### config.mk
export PLATFORM = sky130hd
export DESIGN_NAME = rr_fair_arbiter
export DESIGN_NICKNAME = d
export VERILOG_FILES = /design/src/rtl/arb_pkg.sv /design/src/rtl/rr_fair_arbiter_rr_pick.sv /design/src/rtl/rr_fair_arbiter.sv
export SDC_FILE = /design/constraint.sdc
export NUM_CORES = 1
export LEC_CHECK = 0
export CAP_MARGIN = 20
export CORE_AREA = 2 2 47 49
export DETAILED_ROUTE_END_ITERATION = 8
export DIE_AREA = 0 0 49 51
export PLACE_DENSITY = 0.67
export SLEW_MARGIN = 15
export SYNTH_ARGS = -nofsm -noshare
export SYNTH_HDL_FRONTEND = slang
export SYNTH_SLANG_ARGS = --single-unit
### constraint.sdc
create_clock -name clk -period 5.55 [get_ports clk]
set_clock_uncertainty 0.2 [all_clocks]
set_input_delay 1.11 -clock clk [delete_from_list [all_inputs] [get_ports clk]]
set_output_delay 1.11 -clock clk [all_outputs]
set_load 0.005 [all_outputs]
### src/rtl/arb_pkg.sv
// Shared types and helpers for the round-robin fair arbiter.
// Holds the requester mask type, the two-state FSM encoding and the index-width helper.
// Pure declarations: no logic, no latency, no flow control.
package arb_pkg;

  // Default client count used by the arbiter top.
  localparam int ARB_NUM_REQ = 4;

  // Requester mask at the default client count.
  typedef logic [ARB_NUM_REQ-1:0] req_mask_t;

  // Arbiter ownership state.
  typedef enum logic {
    IDLE  = 1'b0,
    OWNED = 1'b1
  } state_e;

  // Width of a client index. Never returns less than 1, so a 2-client build still gets a real bus.
  function automatic int idx_w(input int n);
    return (n <= 2) ? 1 : $clog2(n);
  endfunction

endpackage

### src/rtl/rr_fair_arbiter_rr_pick.sv
// Combinational rotating-priority picker: first set bit of i_mask at or above i_start, wrapping to 0.
// Latency: zero cycles (pure combinational).
// Backpressure: none; o_found is low when i_mask is empty, and then o_onehot/o_idx are zero.
//   i_mask   : candidate mask
//   i_start  : highest-priority index (must be < N)
//   o_onehot : one-hot winner
//   o_idx    : winner index
//   o_found  : any candidate present
module rr_pick #(
  parameter int N  = 4,
  parameter int IW = 2
) (
  input  logic [N-1:0]  i_mask,
  input  logic [IW-1:0] i_start,
  output logic [N-1:0]  o_onehot,
  output logic [IW-1:0] o_idx,
  output logic          o_found
);

  logic [N-1:0] w_upper;  // candidates at or above the start pointer
  logic [N-1:0] w_sel;    // the half of the ring searched lowest-first

  always_comb begin
    w_upper  = '0;
    w_sel    = '0;
    o_onehot = '0;
    o_idx    = '0;
    o_found  = |i_mask;
    for (int i = 0; i < N; i++) begin
      w_upper[i] = i_mask[i] && (IW'(i) >= i_start);
    end
    // Anything at/above the pointer beats the wrapped-around low part.
    w_sel = (|w_upper) ? w_upper : i_mask;
    // Scan downward so the lowest set bit is the last one written.
    for (int i = N - 1; i >= 0; i--) begin
      if (w_sel[i]) begin
        o_onehot    = '0;
        o_onehot[i] = 1'b1;
        o_idx       = IW'(i);
      end
    end
  end

endmodule

### src/rtl/rr_fair_arbiter.sv
// Round-robin arbiter with bounded hold time; optional age-based escalation under ARB_AGING_EN.
// Latency: one cycle from sampled request to registered grant; handoff is back-to-back.
// Backpressure: a waiting client is served within (N-1)*HOLD_MAX+1 cycles; an owner is preempted after HOLD_MAX cycles only if someone else is waiting.
//   clk, rst_n  : clock, asynchronous active-low reset
//   req         : per-client request level
//   grant       : registered one-hot grant (or zero); grant_valid = |grant; grant_id = owner index (0 when idle)
//   aged        : per-client wait counter at MAX_WAIT (constant 0 without ARB_AGING_EN)
module rr_fair_arbiter
  import arb_pkg::*;
#(
  parameter int NUM_REQUESTERS = ARB_NUM_REQ,
  parameter int HOLD_MAX       = 4,
  parameter int MAX_WAIT       = 6
) (
  input  logic                             clk,
  input  logic                             rst_n,
  input  logic [NUM_REQUESTERS-1:0]        req,
  output logic [NUM_REQUESTERS-1:0]        grant,
  output logic                             grant_valid,
  output logic [idx_w(NUM_REQUESTERS)-1:0] grant_id,
  output logic [NUM_REQUESTERS-1:0]        aged
);

  localparam int IW = idx_w(NUM_REQUESTERS);
  localparam int HW = $clog2(HOLD_MAX + 1);
  localparam int WW = $clog2(MAX_WAIT + 1);

  localparam logic [IW-1:0] IDX_LAST  = IW'(NUM_REQUESTERS - 1);
  localparam logic [HW-1:0] HOLD_LAST = HW'(HOLD_MAX - 1);
  localparam logic [WW-1:0] WAIT_SAT  = WW'(MAX_WAIT);

  state_e                    r_state,  w_state_nxt;
  logic [NUM_REQUESTERS-1:0] r_grant,  w_grant_nxt;
  logic [IW-1:0]             r_owner,  w_owner_nxt;
  logic [IW-1:0]             r_ptr,    w_ptr_nxt;
  logic [HW-1:0]             r_hold,   w_hold_nxt;

  logic [WW-1:0]             w_wait [NUM_REQUESTERS];
  logic [NUM_REQUESTERS-1:0] w_others;
  logic [NUM_REQUESTERS-1:0] w_aged_pend;
  logic [NUM_REQUESTERS-1:0] w_pick_mask;
  logic [NUM_REQUESTERS-1:0] w_pick_onehot;
  logic [IW-1:0]             w_pick_idx;
  logic                      w_pick_found;
  logic                      w_hold_sat;
  logic                      w_handoff;
  logic [IW-1:0]             w_ptr_after;

`ifdef ARB_AGING_EN
  logic [WW-1:0] r_wait [NUM_REQUESTERS];

  // Counts cycles spent requesting without the grant; any gap or a grant restarts it.
  always_ff @(posedge clk or negedge rst_n) begin
    if (!rst_n) begin
      for (int i = 0; i < NUM_REQUESTERS; i++) r_wait[i] <= '0;
    end else begin
      for (int i = 0; i < NUM_REQUESTERS; i++) begin
        if (req[i] && !r_grant[i]) begin
          if (r_wait[i] != WAIT_SAT) r_wait[i] <= r_wait[i] + WW'(1);
        end else begin
          r_wait[i] <= '0;
        end
      end
    end
  end

  for (genvar g = 0; g < NUM_REQUESTERS; g++) begin : g_wait
    assign w_wait[g] = r_wait[g];
  end
`else
  // No counters: wait is pinned at zero, so aged never fires (MAX_WAIT >= 1).
  for (genvar g = 0; g < NUM_REQUESTERS; g++) begin : g_wait
    assign w_wait[g] = '0;
  end
`endif

  for (genvar g = 0; g < NUM_REQUESTERS; g++) begin : g_aged
    assign aged[g] = (w_wait[g] == WAIT_SAT);
  end

  // Everyone asking except the current owner; in IDLE this is simply req.
  assign w_others    = req & ~r_grant;
  // Only still-requesting non-owners may escalate.
  assign w_aged_pend = aged & w_others;
  assign w_pick_mask = (|w_aged_pend) ? w_aged_pend : w_others;

  rr_pick #(
    .N  (NUM_REQUESTERS),
    .IW (IW)
  ) u_pick (
    .i_mask   (w_pick_mask),
    .i_start  (r_ptr),
    .o_onehot (w_pick_onehot),
    .o_idx    (w_pick_idx),
    .o_found  (w_pick_found)
  );

  assign w_hold_sat  = (r_hold == HOLD_LAST);
  assign w_handoff   = !(|(req & r_grant))
                    || (w_hold_sat && (|w_others))
                    || (|w_aged_pend);
  assign w_ptr_after = (w_pick_idx == IDX_LAST) ? '0 : w_pick_idx + IW'(1);

  always_comb begin
    w_state_nxt = r_state;
    w_grant_nxt = r_grant;
    w_owner_nxt = r_owner;
    w_ptr_nxt   = r_ptr;
    w_hold_nxt  = r_hold;
    case (r_state)
      IDLE: begin
        if (w_pick_found) begin
          w_state_nxt = OWNED;
          w_grant_nxt = w_pick_onehot;
          w_owner_nxt = w_pick_idx;
          w_ptr_nxt   = w_ptr_after;
          w_hold_nxt  = '0;
        end
      end
      OWNED: begin
        if (w_handoff) begin
          if (w_pick_found) begin
            w_grant_nxt = w_pick_onehot;
            w_owner_nxt = w_pick_idx;
            w_ptr_nxt   = w_ptr_after;
            w_hold_nxt  = '0;
          end else begin
            w_state_nxt = IDLE;
            w_grant_nxt = '0;
            w_owner_nxt = '0;
            w_hold_nxt  = '0;
          end
        end else if (!w_hold_sat) begin
          w_hold_nxt = r_hold + HW'(1);
        end
      end
      default: begin
        w_state_nxt = IDLE;
        w_grant_nxt = '0;
        w_owner_nxt = '0;
        w_hold_nxt  = '0;
      end
    endcase
  end

  always_ff @(posedge clk or negedge rst_n) begin
    if (!rst_n) begin
      r_state <= IDLE;
      r_grant <= '0;
      r_owner <= '0;
      r_ptr   <= '0;
      r_hold  <= '0;
    end else begin
      r_state <= w_state_nxt;
      r_grant <= w_grant_nxt;
      r_owner <= w_owner_nxt;
      r_ptr   <= w_ptr_nxt;
      r_hold  <= w_hold_nxt;
    end
  end

  assign grant       = r_grant;
  assign grant_valid = |r_grant;
  assign grant_id    = r_owner;

endmodule
# Word-level counts from Yosys, hierarchy flattened
# Cells that the tools add are included.
dict set report classes {
  n_addsub 2
  n_mul 0
  div_mod_pow 0
  n_lt_le_gt_ge 4
  n_eq_ne 5
  shifts 0
  mux 28
  bitwise 4
  reduce_logical 13
}
# op n
set op_table {}
lappend op_table {{$mux W4} 8}
lappend op_table {{$mux W2} 10}
lappend op_table {{$reduce_or A4 Y1} 4}
lappend op_table {{$mux W3} 3}
lappend op_table {{$and A4 B4 Y4} 2}
lappend op_table {{$pmux W2 S2} 2}
lappend op_table {{$pmux W4 S2} 1}
lappend op_table {{$pmux W3 S2} 1}
lappend op_table {{$logic_and A1 B1 Y1} 5}
lappend op_table {{$ge A1 B2 Y1 const A} 2}
lappend op_table {{$ge A2 B2 Y1 const A} 2}
lappend op_table {{$ne A2 B1 Y1 const B} 2}
lappend op_table {{$not A4 Y4} 1}
lappend op_table {{$reduce_and A2 Y1} 2}
lappend op_table {{$add A3 B1 Y3 const B} 1}
lappend op_table {{$eq A3 B2 Y1 const B} 1}
lappend op_table {{$ne A3 B2 Y1 const B} 1}
lappend op_table {{$add A2 B1 Y2 const B} 1}
lappend op_table {{$eq A2 B2 Y1 const B} 1}
lappend op_table {{$mux W1} 2}
lappend op_table {{$pmux W1 S2} 1}
lappend op_table {{$logic_not A1 Y1} 1}
lappend op_table {{$logic_or A1 B1 Y1} 1}
lappend op_table {{$not A1 Y1} 1}
dict set report word_totals {
  regBits 12
  latch_bits 0
  ramBits 0
  mem_bits_ro 0
  inputBits 6
  wordCells 61
  mem_count 0
}

# Depth between registers and ports, before layout
dict set report depth {
  depth_word 14
  depth_mapped 6
  ltp_nobuf 6
}

# By module
# A second synthesis with hierarchy kept.
dict set report hier_totals {
  cells_unflattened 87
  area_unflattened_um2 864.6
}
# mod instances cells_each area_per_inst_um2
set by_module_without_submodules {}
lappend by_module_without_submodules {rr_fair_arbiter 1 54 636.9}
lappend by_module_without_submodules {rr_pick 1 33 227.7}

# Worst setup path before layout
# OpenSTA, ideal clock, no wires.
dict set report synth_timing {
  path_kind {flip-flop to output port}
  startpoint {register r_grant[1], in the netlist grant[1]}
  endpoint {output grant_valid}
  arrival_ps 1109
  required_time_ps 4240
  path_slack_ps 3131
  stages_incl_launch_ff 2
  n_path_buf 0
  path_cell_list {dfrtp_1 > or4_2}
}
dict set report synth_between {
  elab_chain_cells 1
}
# item line
set synth_rtl {}
lappend synth_rtl {{start, declared} rr_fair_arbiter.sv:33} ;# logic [NUM_REQUESTERS-1:0] r_grant, w_grant_nxt;
lappend synth_rtl {{start signal, assigned} rr_fair_arbiter.sv:155} ;# r_grant <= w_grant_nxt;
lappend synth_rtl {{$reduce_or A4 Y1} rr_fair_arbiter.sv:163} ;# assign grant_valid = |r_grant;
lappend synth_rtl {{end, declared} rr_fair_arbiter.sv:19} ;# output logic grant_valid,
# Every way passes these cells.

# Worst setup path in the final report
# Same ends and word-level chain as after synthesis.

==> results by stage <==
Status:
- The run finished with clean final reports.

Floorplan:
- The number of I/O pins is 17.
- The vertical die dimension is 51 µm.
- The number of core rows is 17.
- For this configuration, the core starts out at a cell density of 40.15%.
- The floorplan step defined a die boundary enclosing 0.002499 mm².
- In this run the horizontal extent of the chip is 49 µm.
- The core area is 0.002063 mm².

Logic synthesis:
- Among all flip-flop cells after synthesis, the most frequent one is sky130_fd_sc_hd__dfrtp_1.
- Yosys printed 0 warnings.
- Counting flops with an async set or reset pin after synthesis yields a share of 100.0%.
- In the synthesized netlist, the number of instances is 81.
- The number of different library cells used by synthesis comes to 38.
- The average size of a mapped cell is 10.23 µm².
- The register bit total from synthesis is 12.
- The sequential element share of the synthesized area is 36.25%.
- The count of flip-flops with a built-in enable after synthesis is 0.
- The cell area that synthesis handed to floorplanning was 828.3 µm².

Detailed routing:
- The post-route DRC violation count is 0.
- Across all layers, the routed design uses 709 vias.
- The routed via count divided by cell count is 5.764.
- The routed design has 1836 µm of wire.
- The detailed router finished its first iteration with 20 violations.
- In the final routed layout, each cell accounts on average for 14.93 µm.
- The residual antenna-violating net count after detailed routing is 0.
- The first-pass iteration count of the detailed router is 4.

Final layout:
- The area occupied by multi-input gates is 496.7 µm².
- The share of post-route cells with drive strength above 1 is 20.00%.
- The register area is 300.3 µm².
- The total inserted antenna cells is 0.
- The number of filler instances in the final layout is 215.
- Once layout is complete, the utilization of the core stands at 48.27%.
- Leaving out filler cells and counting taps, the final layout contains 123.
- After the last flow step, the layout net total stands at 104.
- The area added between synthesis and finish is 20.24%.
- The library cells used most frequently in the layout, excluding fill and tap cells, are sky130_fd_sc_hd__dfrtp_1, sky130_fd_sc_hd__clkdlybuf4s50_1, sky130_fd_sc_hd__o21ai_0, sky130_fd_sc_hd__a21oi_1.

STA:
- The worst hold slack after final layout is 300.9 ps.
- The shortest period the worst path allows is 3201 ps.
- Setup violations remaining at the end of the flow were counted as 0.
- At the pin with the least slew margin, the transition time is 538.3 ps.
- The achievable frequency is 312.4 MHz.
- After routing, the total negative slack on setup checks comes to 0 ps.
- The part of the cycle the worst path needs is 57.68%.
- Setup repair after global routing left no endpoint under its margin.
- The headroom to the max-slew limit is 64.00%.
- The number of hold violations in the final report is 0.
- The max-slew violation count came to 0.

Power:
- Sequential cells burn 32.6% of the power.
- The total power consumption of the routed design is 0.0005036 W.
- Power spread over the standard cell area amounts to 505.6 mW/mm².
- The analysis attributes to net switching a power of 0.0001983 W.
- The share of total power consumed by net switching is 39.37%.
- The clock network is responsible for 14.3% of the overall power.
- The share of total power dissipated in combinational logic is 53.2%.
- The standby leakage power is 0.4142 nW.
- The worst-case IR drop observed on VDD is 0.0002555 V.
- The internal portion of total power is 0.0003053 W.

Worst setup path:
- The last element of the critical path is grant_valid.
- The data arrival at the endpoint of the critical path is 1890 ps.
- The peak per-stage delay on the critical path is 680 ps.
- The launch point of the worst path is grant[1].
- The type of the worst setup path is flop to output pin.
- The required time of the worst setup path is 4240 ps.
- For this design, the slowest cell found on the critical path is sky130_fd_sc_hd__or4_2.
- The largest driver fanout on the critical path is 6.
- The length in cells of the worst reg-to-reg path is 6.
- The worst setup path is launched from a flop.
- The signal on the critical path passes through or4_2 -> clkdlybuf4s50_1.
- The cell family contributing the most delay on the critical path is simple AND/OR/NAND/NOR gates.
- In this run the critical register-to-register path is launched from r_hold[0].
- The type of destination of the critical path is an output pin.
- The capture instance of the worst register-to-register path is r_ptr[1].
- The depth of the critical timing path with buffers and inverters included is 2.
- The buffer and inverter count on the worst path is 1.
- The worst register-to-register path has a setup slack of 3620 ps.

Global route:
- The wire length of the first global-routing pass is 3029 µm.
- The via count of the first global-routing pass came to 619.
- The total global routing overflow is 0.
- The number of antenna violations at the first check in global routing was 0.
- Global routing used 15.93% of the available tracks across all layers.
- Entering global routing, the biggest net connects 13 pins.

CTS:
- After clock tree synthesis, the repair step resized 0 gates.
- The number of buffers inserted by hold repair at cts is 0.
- The CTS buffer count is 3.
- The maximum level of the CTS H-tree is 1.
- Buffers added to address setup during post-CTS repair amount to 0.
- The later-pin clock latency in the skew report is 280 ps.
- The maximum buffer depth of the clock tree is 2.
- Clock tree synthesis selected as its root buffer the cell sky130_fd_sc_hd__clkbuf_4.
- TritonCTS built the clock tree.
- The clock-pin slew on the worst setup and hold paths is 80 ps.
- For this design, the sink count on the clock tree is 12.

Place:
- Input and output buffers added on the ports amount to 12.
- The sum of net half-perimeters after detailed placement is 1366 µm.
- The instance count after placement with tap cells included is 119.
- At the end of routability-driven placement, the weighted congestion stood at 0.9034.

Worst hold path:
- The worst hold path belongs to the class flop to flop.

Flow run:
- Across the run, the number of max-cap violations was 0.
==> how the worst min path moves through the flow <==
stage / start / endpoint / cells after the start
2_1_floorplan: r_hold[2] / r_hold[2] / 1
3_3_place_gp: grant_id[0] / grant_id[0] / 1
6_report: r_hold[2] / r_hold[2] / 1
4_1_cts: grant_id[0] / grant_id[0] / 1
3_5_place_dp: r_hold[2] / r_hold[2] / 1
5_1_grt: r_hold[2] / r_hold[2] / 1
==> worst reg2reg max path: cells and delay by family (launching register included) <==
kind            cells  cell delay, ps
simple gates        2             240
fa+ha+maj           2             380
mux                 1             300
compound gates      1             300
flops               1             390
==> area by class of cell <==
class | instances | share of cell area [%]
clock buffers | 4 | 3.643
inverters | 2 | 0.7538
multi-input cells | 65 | 49.87
flip-flops and latches | 12 | 30.15
well taps | 28 | 3.518
repair buffers | 12 | 12.06
==> logic make-up (layout without fill, tap and decap cells) <==
group / after synthesis / count (layout) / share of synthesized area, %
AO/OA/AOI/OAI: 32 / 32 / 30.21
adder cells (fa/ha/maj): 2 / 2 / 3.021
buffers and inverters: 7 / 18 / 5.136
flip-flops: 12 / 12 / 36.25
multiplexers: 2 / 2 / 3.172
other: 1 / 4 / 0.4527
AND/OR/NAND/NOR: 25 / 25 / 21.75
==> flip-flops by register name, summed over array words and instances, names as in the netlist <==
name / flops
grant: 4
grant_id: 2
r_hold: 3
r_ptr: 2
r_state: 1
==> metrics by stage <==
step	cell area [µm²]	setup slack (ps)
3_3_place_gp	959.7	2636
2_1_floorplan	839.6	3131
3_5_place_dp	959.7	2634
6_report	996.0	2349
5_1_grt	996.0	2301
4_1_cts	996.0	2343
==> power groups by stage <==
stage / combinational, W / sequential (W) / clock (W)
floorplan: 0.000194 / 0.000150 / 0
global placement: 0.000262 / 0.000165 / 0
detailed placement: 0.000266 / 0.000165 / 0
CTS: 0.000267 / 0.000164 / 0.0000723
global route: 0.000289 / 0.000171 / 0.0000779
finish: 0.000268 / 0.000164 / 0.0000719
==> cells in the mapped netlist (2+ instances only) <==
cell type                  count  share of area (%)
sky130_fd_sc_hd__dfrtp_1      12                 36
sky130_fd_sc_hd__a21oi_1       6                3.6
sky130_fd_sc_hd__o21ai_0       6                3.6
sky130_fd_sc_hd__a22o_1        5                5.3
sky130_fd_sc_hd__nand2b_1      5                3.8
sky130_fd_sc_hd__buf_4         4                3.6
sky130_fd_sc_hd__nand2_1       4                1.8
sky130_fd_sc_hd__a22o_2        3                3.6
sky130_fd_sc_hd__nor2_1        3                1.4
sky130_fd_sc_hd__a31oi_1       2                1.5
sky130_fd_sc_hd__ha_1          2                3.0
sky130_fd_sc_hd__inv_1         2               0.91
sky130_fd_sc_hd__nor3b_1       2                1.8
==> layer usage <==
| layer | global-route usage (%) | part of all wire [%] |
|---|---|---|
| met1 | 20.96 | 45 |
| met2 | 26.48 | 49 |
| met3 | 2.632 | 5.0 |
| met4 | 5.714 | 1.6 |
| met5 | 0 | 0 |
Power figures use the tool's default switching activity.
